## src/rtl/sram_controller.sv

```systemverilog
// sram_controller
//   Multi-cycle bridge between the MEM stage and a 16-bit asynchronous SRAM.
//   A 32-bit load or store becomes two 16-bit half-accesses:
//     - LOW handles the lower half-word.
//     - HIGH handles the upper half-word.
//   Each half-access is held on the bus for PHASE_CYCLES cycles. DONE then
//   releases the pipeline freeze for one cycle.
//
//   Parameters
//     PHASE_CYCLES  cycles per half-access (1..15)
//     BASE_ADDR     byte address mapped to SRAM word 0
//
//   Ports
//     clk, rst                   clock, synchronous active-high reset
//     wr_en, rd_en               store / load request from EXE/MEM
//     address, writeData         byte address and store data (sampled live)
//     readData                   load result, held until the next load completes
//     ready                      low while an access is in flight (pipeline freeze)
//     SRAM_ADDR                  half-word address on the SRAM bus
//     SRAM_DQ_out                write data to the pad
//     SRAM_DQ_oe                 pad output enable
//     SRAM_DQ_in                 read data from the pad
//     SRAM_WE_N, SRAM_OE_N       active-low write strobe / output enable
//     SRAM_CE_N, SRAM_UB_N,
//     SRAM_LB_N                  tied active
module sram_controller #(
  parameter int unsigned PHASE_CYCLES = 2,
  parameter logic [31:0] BASE_ADDR    = 32'd1024
) (
  input  logic        clk,
  input  logic        rst,
  input  logic        wr_en,
  input  logic        rd_en,
  input  logic [31:0] address,
  input  logic [31:0] writeData,
  output logic [31:0] readData,
  output logic        ready,
  output logic [17:0] SRAM_ADDR,
  output logic [15:0] SRAM_DQ_out,
  output logic        SRAM_DQ_oe,
  input  logic [15:0] SRAM_DQ_in,
  output logic        SRAM_WE_N,
  output logic        SRAM_OE_N,
  output logic        SRAM_CE_N,
  output logic        SRAM_UB_N,
  output logic        SRAM_LB_N
);

  typedef enum logic [1:0] {IDLE, LOW, HIGH, DONE} state_t;

  localparam logic [3:0] LAST_CNT = 4'(PHASE_CYCLES - 1);

  state_t      state, state_next;
  logic [3:0]  cnt, cnt_next;
  logic        op_write, op_write_next;
  logic        req;
  logic        last;
  logic [31:0] offset;
  logic [16:0] word;
  logic        unused_offset_bits;

  assign req  = wr_en | rd_en;
  assign last = (cnt == LAST_CNT);

  // Full 32-bit subtraction, so addresses below BASE_ADDR wrap into the
  // top of the 2^17-word space instead of being rejected.
  assign offset             = address - BASE_ADDR;
  assign word               = offset[18:2];
  assign unused_offset_bits = ^{offset[31:19], offset[1:0]};

  assign ready     = ~req | (state == DONE);
  assign SRAM_CE_N = 1'b0;
  assign SRAM_UB_N = 1'b0;
  assign SRAM_LB_N = 1'b0;

  always_ff @(posedge clk) begin
    if (rst) begin
      state    <= IDLE;
      cnt      <= 4'd0;
      op_write <= 1'b0;
      readData <= '0;
    end else begin
      state    <= state_next;
      cnt      <= cnt_next;
      op_write <= op_write_next;
      // Capture each read half on the edge that ends its last bus cycle,
      // giving the asynchronous SRAM the full phase to settle.
      if (!op_write && last) begin
        if (state == LOW)  readData[15:0]  <= SRAM_DQ_in;
        if (state == HIGH) readData[31:16] <= SRAM_DQ_in;
      end
    end
  end

  always_comb begin
    state_next    = state;
    cnt_next      = cnt;
    op_write_next = op_write;
    SRAM_ADDR     = '0;
    SRAM_DQ_out   = '0;
    SRAM_DQ_oe    = 1'b0;
    SRAM_WE_N     = 1'b1;
    SRAM_OE_N     = 1'b1;

    case (state)
      IDLE: begin
        // A simultaneous load and store request is treated as a store.
        if (req) begin
          state_next    = LOW;
          cnt_next      = 4'd0;
          op_write_next = wr_en;
        end
      end
      LOW: begin
        cnt_next  = last ? 4'd0 : cnt + 4'd1;
        SRAM_ADDR = {word, 1'b0};
        if (last) state_next = HIGH;
        if (op_write) begin
          SRAM_DQ_out = writeData[15:0];
          SRAM_DQ_oe  = 1'b1;
          SRAM_WE_N   = 1'b0;
        end else begin
          SRAM_OE_N = 1'b0;
        end
      end
      HIGH: begin
        cnt_next  = last ? 4'd0 : cnt + 4'd1;
        SRAM_ADDR = {word, 1'b1};
        if (last) state_next = DONE;
        if (op_write) begin
          SRAM_DQ_out = writeData[31:16];
          SRAM_DQ_oe  = 1'b1;
          SRAM_WE_N   = 1'b0;
        end else begin
          SRAM_OE_N = 1'b0;
        end
      end
      DONE: begin
        state_next = IDLE;
      end
      default: begin
        state_next = IDLE;
        cnt_next   = 4'd0;
      end
    endcase
  end

endmodule

```

## config.mk

```make
export PLATFORM = sky130hd
export DESIGN_NAME = sram_controller
export DESIGN_NICKNAME = d
export VERILOG_FILES = /design/src/rtl/sram_controller.sv
export SDC_FILE = /design/constraint.sdc
export NUM_CORES = 1
export LEC_CHECK = 0
export ABC_AREA = 1
export CORE_MARGIN = 5
export CORE_UTILIZATION = 30
export DETAILED_ROUTE_END_ITERATION = 8
export PLACE_DENSITY_LB_ADDON = 0.1
export SETUP_SLACK_MARGIN = 0.4
export SYNTH_ARGS = -nofsm -noshare
export SYNTH_HDL_FRONTEND = slang
export SYNTH_SLANG_ARGS = --single-unit
```

## constraint.sdc

```tcl
create_clock -name clk -period 1.8 [get_ports clk]
set_input_delay 0.54 -clock clk [delete_from_list [all_inputs] [get_ports clk]]
set_output_delay 0.54 -clock clk [all_outputs]
set_load 0.1 [all_outputs]
```

==> reports/results.txt, run 1 <==
simple-gate share of the synthesized area -> 35.8%
status -> finished, violations left
PD cells -> 1230 nW/um^2
worst hold stages -> 2
GRT met2 Usage -> 33.7%
adder-cell share of the synthesized area -> 4.13%
R2R setup slack -> 0.16 ns
vias in the first global route -> 3012
top cell type's share of synthesized area -> 32.2%
f_max -> 0.444 GHz
RSZ-0062 raised after global routing -> true
worst reg2reg path depth -> 9
Yosys Warn Count -> 0
drt initial violations -> 110
CTS buffer count -> 5
via/cell ratio -> 5.04
Logic pwr share -> 77.4%
Mapped Area -> 2420 sq um
via count -> 3113
gr ovfl total -> 0
initial antenna violation count -> 0
Horiz. Die Dim -> 99.9 um
Req. time, crit path -> 1.26 ns
share of layout cells above drive strength 1 -> 60.3%
CP Capture Type -> output pin
Top FF cell, synth -> dfxtp_1
Arr. time, crit path -> 1.71 ns
minimum clock period -> 2.25 ns
GR Layer Usage met1 -> 22.8%
main combinational cell family by area after synthesis -> simple AND/OR/NAND/NOR gates
mux cell area share after synthesis -> 0%
post-synthesis compound-gate area fraction -> 15.9%
most frequent cell after synthesis -> nand2_1
Place WS -> -0.735 ns
nets@finish -> 607
maximum clock insertion buffer count -> 2
CTS Sinks -> 39
Core Area -> 7810 sq um
largest net degree at the start of global routing -> 36
Reg power frac -> 15.0%
Synth area leader -> dfxtp_1
root buf cell -> clkbuf_8
Peak supply drop -> 1.29 mV
Die Area -> 9970 sq um
startpoint types -> flop
Boundary Pins -> 157
switching share of total power -> 52.4%
Hold WS -> 0.481 ns
final WL -> 10800 um
clock power share -> 7.6%
Avg Cell Area, Syn -> 7.23 sq um
area grow syn2layout -> 152%
Commonest cells post-synth -> nand2_1 (62), dfxtp_1 (39), a21oi_1 (35), nand4_1 (35), nor2_1 (31)
Filler Cell Count -> 475
failing checks -> setup timing
Psw -> 3930 uW
clk_lat worst skew -> 0.29 ns
WHS Endpoint -> readData[7]
first-pass GRT wire length -> 15100 um
critical path type -> reg2out
cells after synthesis -> 335
Row Count -> 32
synth top area cells -> dfxtp_1 (32%), nand2_1 (9.6%), nand4_1 (9.0%)
number of flops mapped to enable cells by yosys -> 0
fin crit share -> 125%
initial core utilization -> 31.0%
Final Slew Violations -> 0
fraction of registers with async set/reset -> 0%
Total GRT Usage -> 18.7%
hold_sp -> readData[7]
Final Wtd Congestion -> 0.808
synthesized flop and latch total -> 39
Worst Clk Skew -> 0.00311 ns
count of cell types in the netlist -> 29
met3 Use GR -> 3.96%
ant diodes -> 0
Worst Slack Setup Final -> -0.451 ns
antenna-violating nets left -> 0
HPWL after DPL -> 6910 um
crit-path max FO -> 6
DRC -> 0
reg2reg start -> state[0]
Post-Synth XOR/XNOR Area -> 0%
setup TNS -> -14.95 ns
PortBufs -> 138
Final Hold Viols -> 0
sequential element share of the synthesized area -> 32.2%
Pre-Repair DR Iteration Count -> 4
Leak Pwr -> 0.00216 uW
CTS clk-pin slew, worst paths -> 0.07 ns
r2r endpoint -> cnt[2]
Pint -> 3570 uW
Die H -> 99.9 um
max_cap viols -> 0
global route hottest layer -> met2
Final Core Density -> 78.1%
WL per Instance -> 17.5 um
endpoints failing setup -> 38
H-Tree Depth -> 2
TritonCTS clock tree -> built
worst hold path class -> reg2reg
[metrics by stage]
stage          total power (uW)  cell area (sq um)  cells
2_1_floorplan              4220               2900    337
3_3_place_gp               5680               5120    576
3_5_place_dp               5730               5120    576
4_1_cts                    6790               5580    601
5_1_grt                    7800               6100    618
6_report                   7500               6100    618
[power by group through the flow]
stage	Combinational, uW	Clock [uW]	Sequential, uW
floorplan	2800	0	1420
global placement	4590	0	1090
detailed placement	4630	0	1090
CTS	5120	594	1080
global route	6040	623	1140
finish	5800	573	1120
[worst max-delay path, cell delays in order, from the launching register on]
cell and delay [ns]:
dfxtp_4 0.39, inv_4 0.06, ha_4 0.35, nand2_8 0.11, buf_12 0.17, a21oi_4 0.14, buf_12 0.19
[state kept, by name, summed over array words and instances, names as in the netlist]
signal and flops:
op_write 1, cnt 4, state 2, readData 32
[per-layer routing]
metal  wire length [um]  vias up
met1               4170     1510
met2               5910      103
li1                   -     1480
met5                  0        -
met4                184        0
met3                537       20
[kinds of logic (layout without fill, tap and decap cells)]
| kind of cell | count (synthesis) | in the layout |
|---|---|---|
| AO/OA/AOI/OAI | 62 | 62 |
| AND/OR/NAND/NOR | 171 | 174 |
| adder cells (fa/ha/maj) | 8 | 8 |
| other | 1 | 3 |
| buffers and inverters | 54 | 230 |
| flip-flops | 39 | 39 |
[final cells by class]
| class | instances | area [sq um] | share of cell area (%) |
|---|---|---|---|
| sequential | 39 | 875 | 14.3 |
| multi-input combinational | 247 | 2110 | 34.6 |
| tap | 102 | 128 | 2.09 |
| inverter | 29 | 144 | 2.36 |
| clock inverter | 1 | 5.00 | 0.0821 |
| clock buffer | 7 | 76.3 | 1.25 |
| timing repair buffer | 193 | 2760 | 45.2 |
[repair_timing]
item,CTS,global route
setup endpoints to repair,77,88
hold buffers,0,0
buffers inserted,13,14
pin swaps,14,25
resized for setup,57,91
gates cloned,4,3
[worst max-delay path by stage]
stage / end / start / cells after the start
finish: SRAM_ADDR[11] / state[0] / 6
detailed placement: SRAM_ADDR[17] / address[10] / 9
global route: SRAM_ADDR[12] / state[0] / 7
global placement: SRAM_ADDR[17] / address[10] / 9
floorplan: SRAM_ADDR[14] / state[0] / 6
CTS: SRAM_DQ_oe / state[0] / 6
[cell usage in the layout (no fill, tap or decap), types with 13 or more instances in the layout]
cell type	synthesis	final
inv_1	20	16
dfxtp_2	0	18
nand2_1	62	46
nand2_4	0	21
nand2_2	24	17
clkdlybuf4s50_1	0	59
nand4_1	35	35
buf_6	4	14
nor2_4	0	16
a21oi_2	20	27
buf_12	0	81
a21oi_4	0	19
buf_4	3	25
dfxtp_4	0	19
nor2_1	31	13
(Power assumes the default switching activity.)
==> run 2: changes to the inputs <==
Settings changed: CORE_MARGIN 5 to unset, CTS_CLUSTER_DIAMETER set to 150.
==> reports/results.txt, run 2 (synthesis results as in run 1) <==
area post-placement -> 5160 sq um
RSZ-0062 raised after global routing -> true
Largest regs -> readData: 32 flops, cnt: 4 flops, state: 2 flops
fin crit share -> 124%
Worst Clk Skew -> 0.00467 ns
share of layout cells above drive strength 1 -> 58.8%
most common cell after layout, fill and taps aside -> buf_12
register with the most flip-flops -> readData
r2r endpoint -> cnt[2]
Critical-path top delay cell -> dfxtp_4
PortBufs -> 138
most frequent cells in the layout -> buf_12 (79), clkdlybuf4s50_1 (58), nand2_1 (52)
R2R setup slack -> 0.30 ns
startpoint types -> flop
Core Area -> 7770 sq um
met3 Use GR -> 3.73%
root buf cell -> clkbuf_8
area grow syn2layout -> 143%
ant diodes -> 0
initial core utilization -> 31.2%
GRT met2 Usage -> 35.3%
failing checks -> setup timing
Largest register FFs -> 32
gr ovfl total -> 0
# hold bufs at CTS -> 0
Leak Pwr -> 0.00211 uW
endpoints failing setup -> 38
via count -> 2973
f_max -> 0.448 GHz
drt initial violations -> 103
Peak supply drop -> 1.32 mV
HPWL after DPL -> 6100 um
maximum clock insertion buffer count -> 2
CP Capture Type -> output pin
Max stage delay on crit path -> 0.36 ns
worst reg2reg path depth -> 9
Horiz. Die Dim -> 91.9 um
DRC -> 0
critical path type -> reg2out
Row Count -> 32
largest net degree at the start of global routing -> 35
nets@finish -> 606
Arr. time, crit path -> 1.69 ns
WL per Instance -> 14.7 um
vias in the first global route -> 2822
clk_lat worst skew -> 0.29 ns
WHS Endpoint -> readData[31]
Total GRT Usage -> 20.1%
CTS buffer count -> 5
Cell Chain, Critical Path -> buf_6 > ha_4 > or2_4 > nand2_8 > inv_8 > o21ai_2 > a21oi_4 > buf_12
via/cell ratio -> 4.82
Boundary Pins -> 157
final WL -> 9040 um
Hold WS -> 0.478 ns
reg2reg start -> state[0]
Worst Slack Setup Final -> -0.434 ns
Req. time, crit path -> 1.26 ns
minimum clock period -> 2.23 ns
worst hold path class -> reg2reg
Worst Path Buf+Inv -> 3
global route hottest layer -> met2
Placed Cells -> 583
Final Wtd Congestion -> 0.793
max_cap viols -> 0
initial antenna violation count -> 0
TritonCTS clock tree -> built
post-route cell area -> 5890 sq um
worst hold stages -> 2
Die Area -> 8440 sq um
Filler Cell Count -> 530
hold_sp -> readData[31]
antenna-violating nets left -> 0
GR Layer Usage met1 -> 25.3%
CTS clk-pin slew, worst paths -> 0.08 ns
Pre-Repair DR Iteration Count -> 4
Final Slew Violations -> 0
H-Tree Depth -> 2
Die H -> 91.9 um
Final Hold Viols -> 0
status -> finished, violations left
crit path from -> state[1]
PD cells -> 1260 nW/um^2
crit-path max FO -> 5
first-pass GRT wire length -> 13800 um
CTS Sinks -> 39
CP delay by family, top -> simple AND/OR/NAND/NOR gates
non-filler cells, final -> 617
## run 2: repair_timing
action                     4_1_cts  5_1_grt
resized for setup               48       59
pin swaps                       17       14
gates cloned                     4        1
setup endpoints to repair       76       91
setup buffers                    7       14
## run 2: layout make-up
| cell class | count | area [sq um] | area share [%] |
|---|---|---|---|
| sequential | 39 | 862 | 14.6 |
| inverter | 29 | 144 | 2.44 |
| clock inverter | 2 | 12.5 | 0.212 |
| clock buffer | 6 | 72.6 | 1.23 |
| timing repair buffer | 191 | 2670 | 45.3 |
| tap | 102 | 128 | 2.17 |
| multi-input combinational | 248 | 2000 | 34.0 |
## run 2: power by group
group	switching, uW	total [uW]	leakage [uW]	internal (uW)
Clock	320	591	0.0000412	271
Combinational	3420	5700	0.00173	2270
Sequential	155	1130	0.000338	972
Total	3900	7410	0.00211	3520
## run 2: worst max path at each step
stage                     to  slack (ns)  cells past startpoint
6_report       SRAM_ADDR[12]       -0.43                      8
5_1_grt        SRAM_ADDR[12]       -0.49                      7
4_1_cts        SRAM_ADDR[11]       -0.41                      7
3_5_place_dp   SRAM_ADDR[17]       -0.72                      9
3_3_place_gp   SRAM_ADDR[11]       -0.67                      6
2_1_floorplan  SRAM_ADDR[14]       -0.69                      6
## run 2: per-stage QoR
stage,utilization [%],power (uW),worst slack [ns],setup TNS (ns)
after CTS,71.3,6880,-0.411,-13.76
after floorplan,-,4220,-0.688,-17.69
after global placement,66.5,5680,-0.667,-9.37
after detailed placement,66.5,5710,-0.719,-10.22
after global routing,75.8,7710,-0.488,-15.90
final,75.8,7410,-0.434,-14.29
## run 2: per-layer routing
layer	vias up	routed length, um
li1	1475	-
met4	0	170
met1	1381	3680
met3	14	457
met2	103	4730
met5	-	0
## run 2: tightest hold or removal path, cell delays in order (launching register included)
cell     delay [ns]
dfxtp_2        0.34
nand2_2        0.07
a21oi_2        0.04
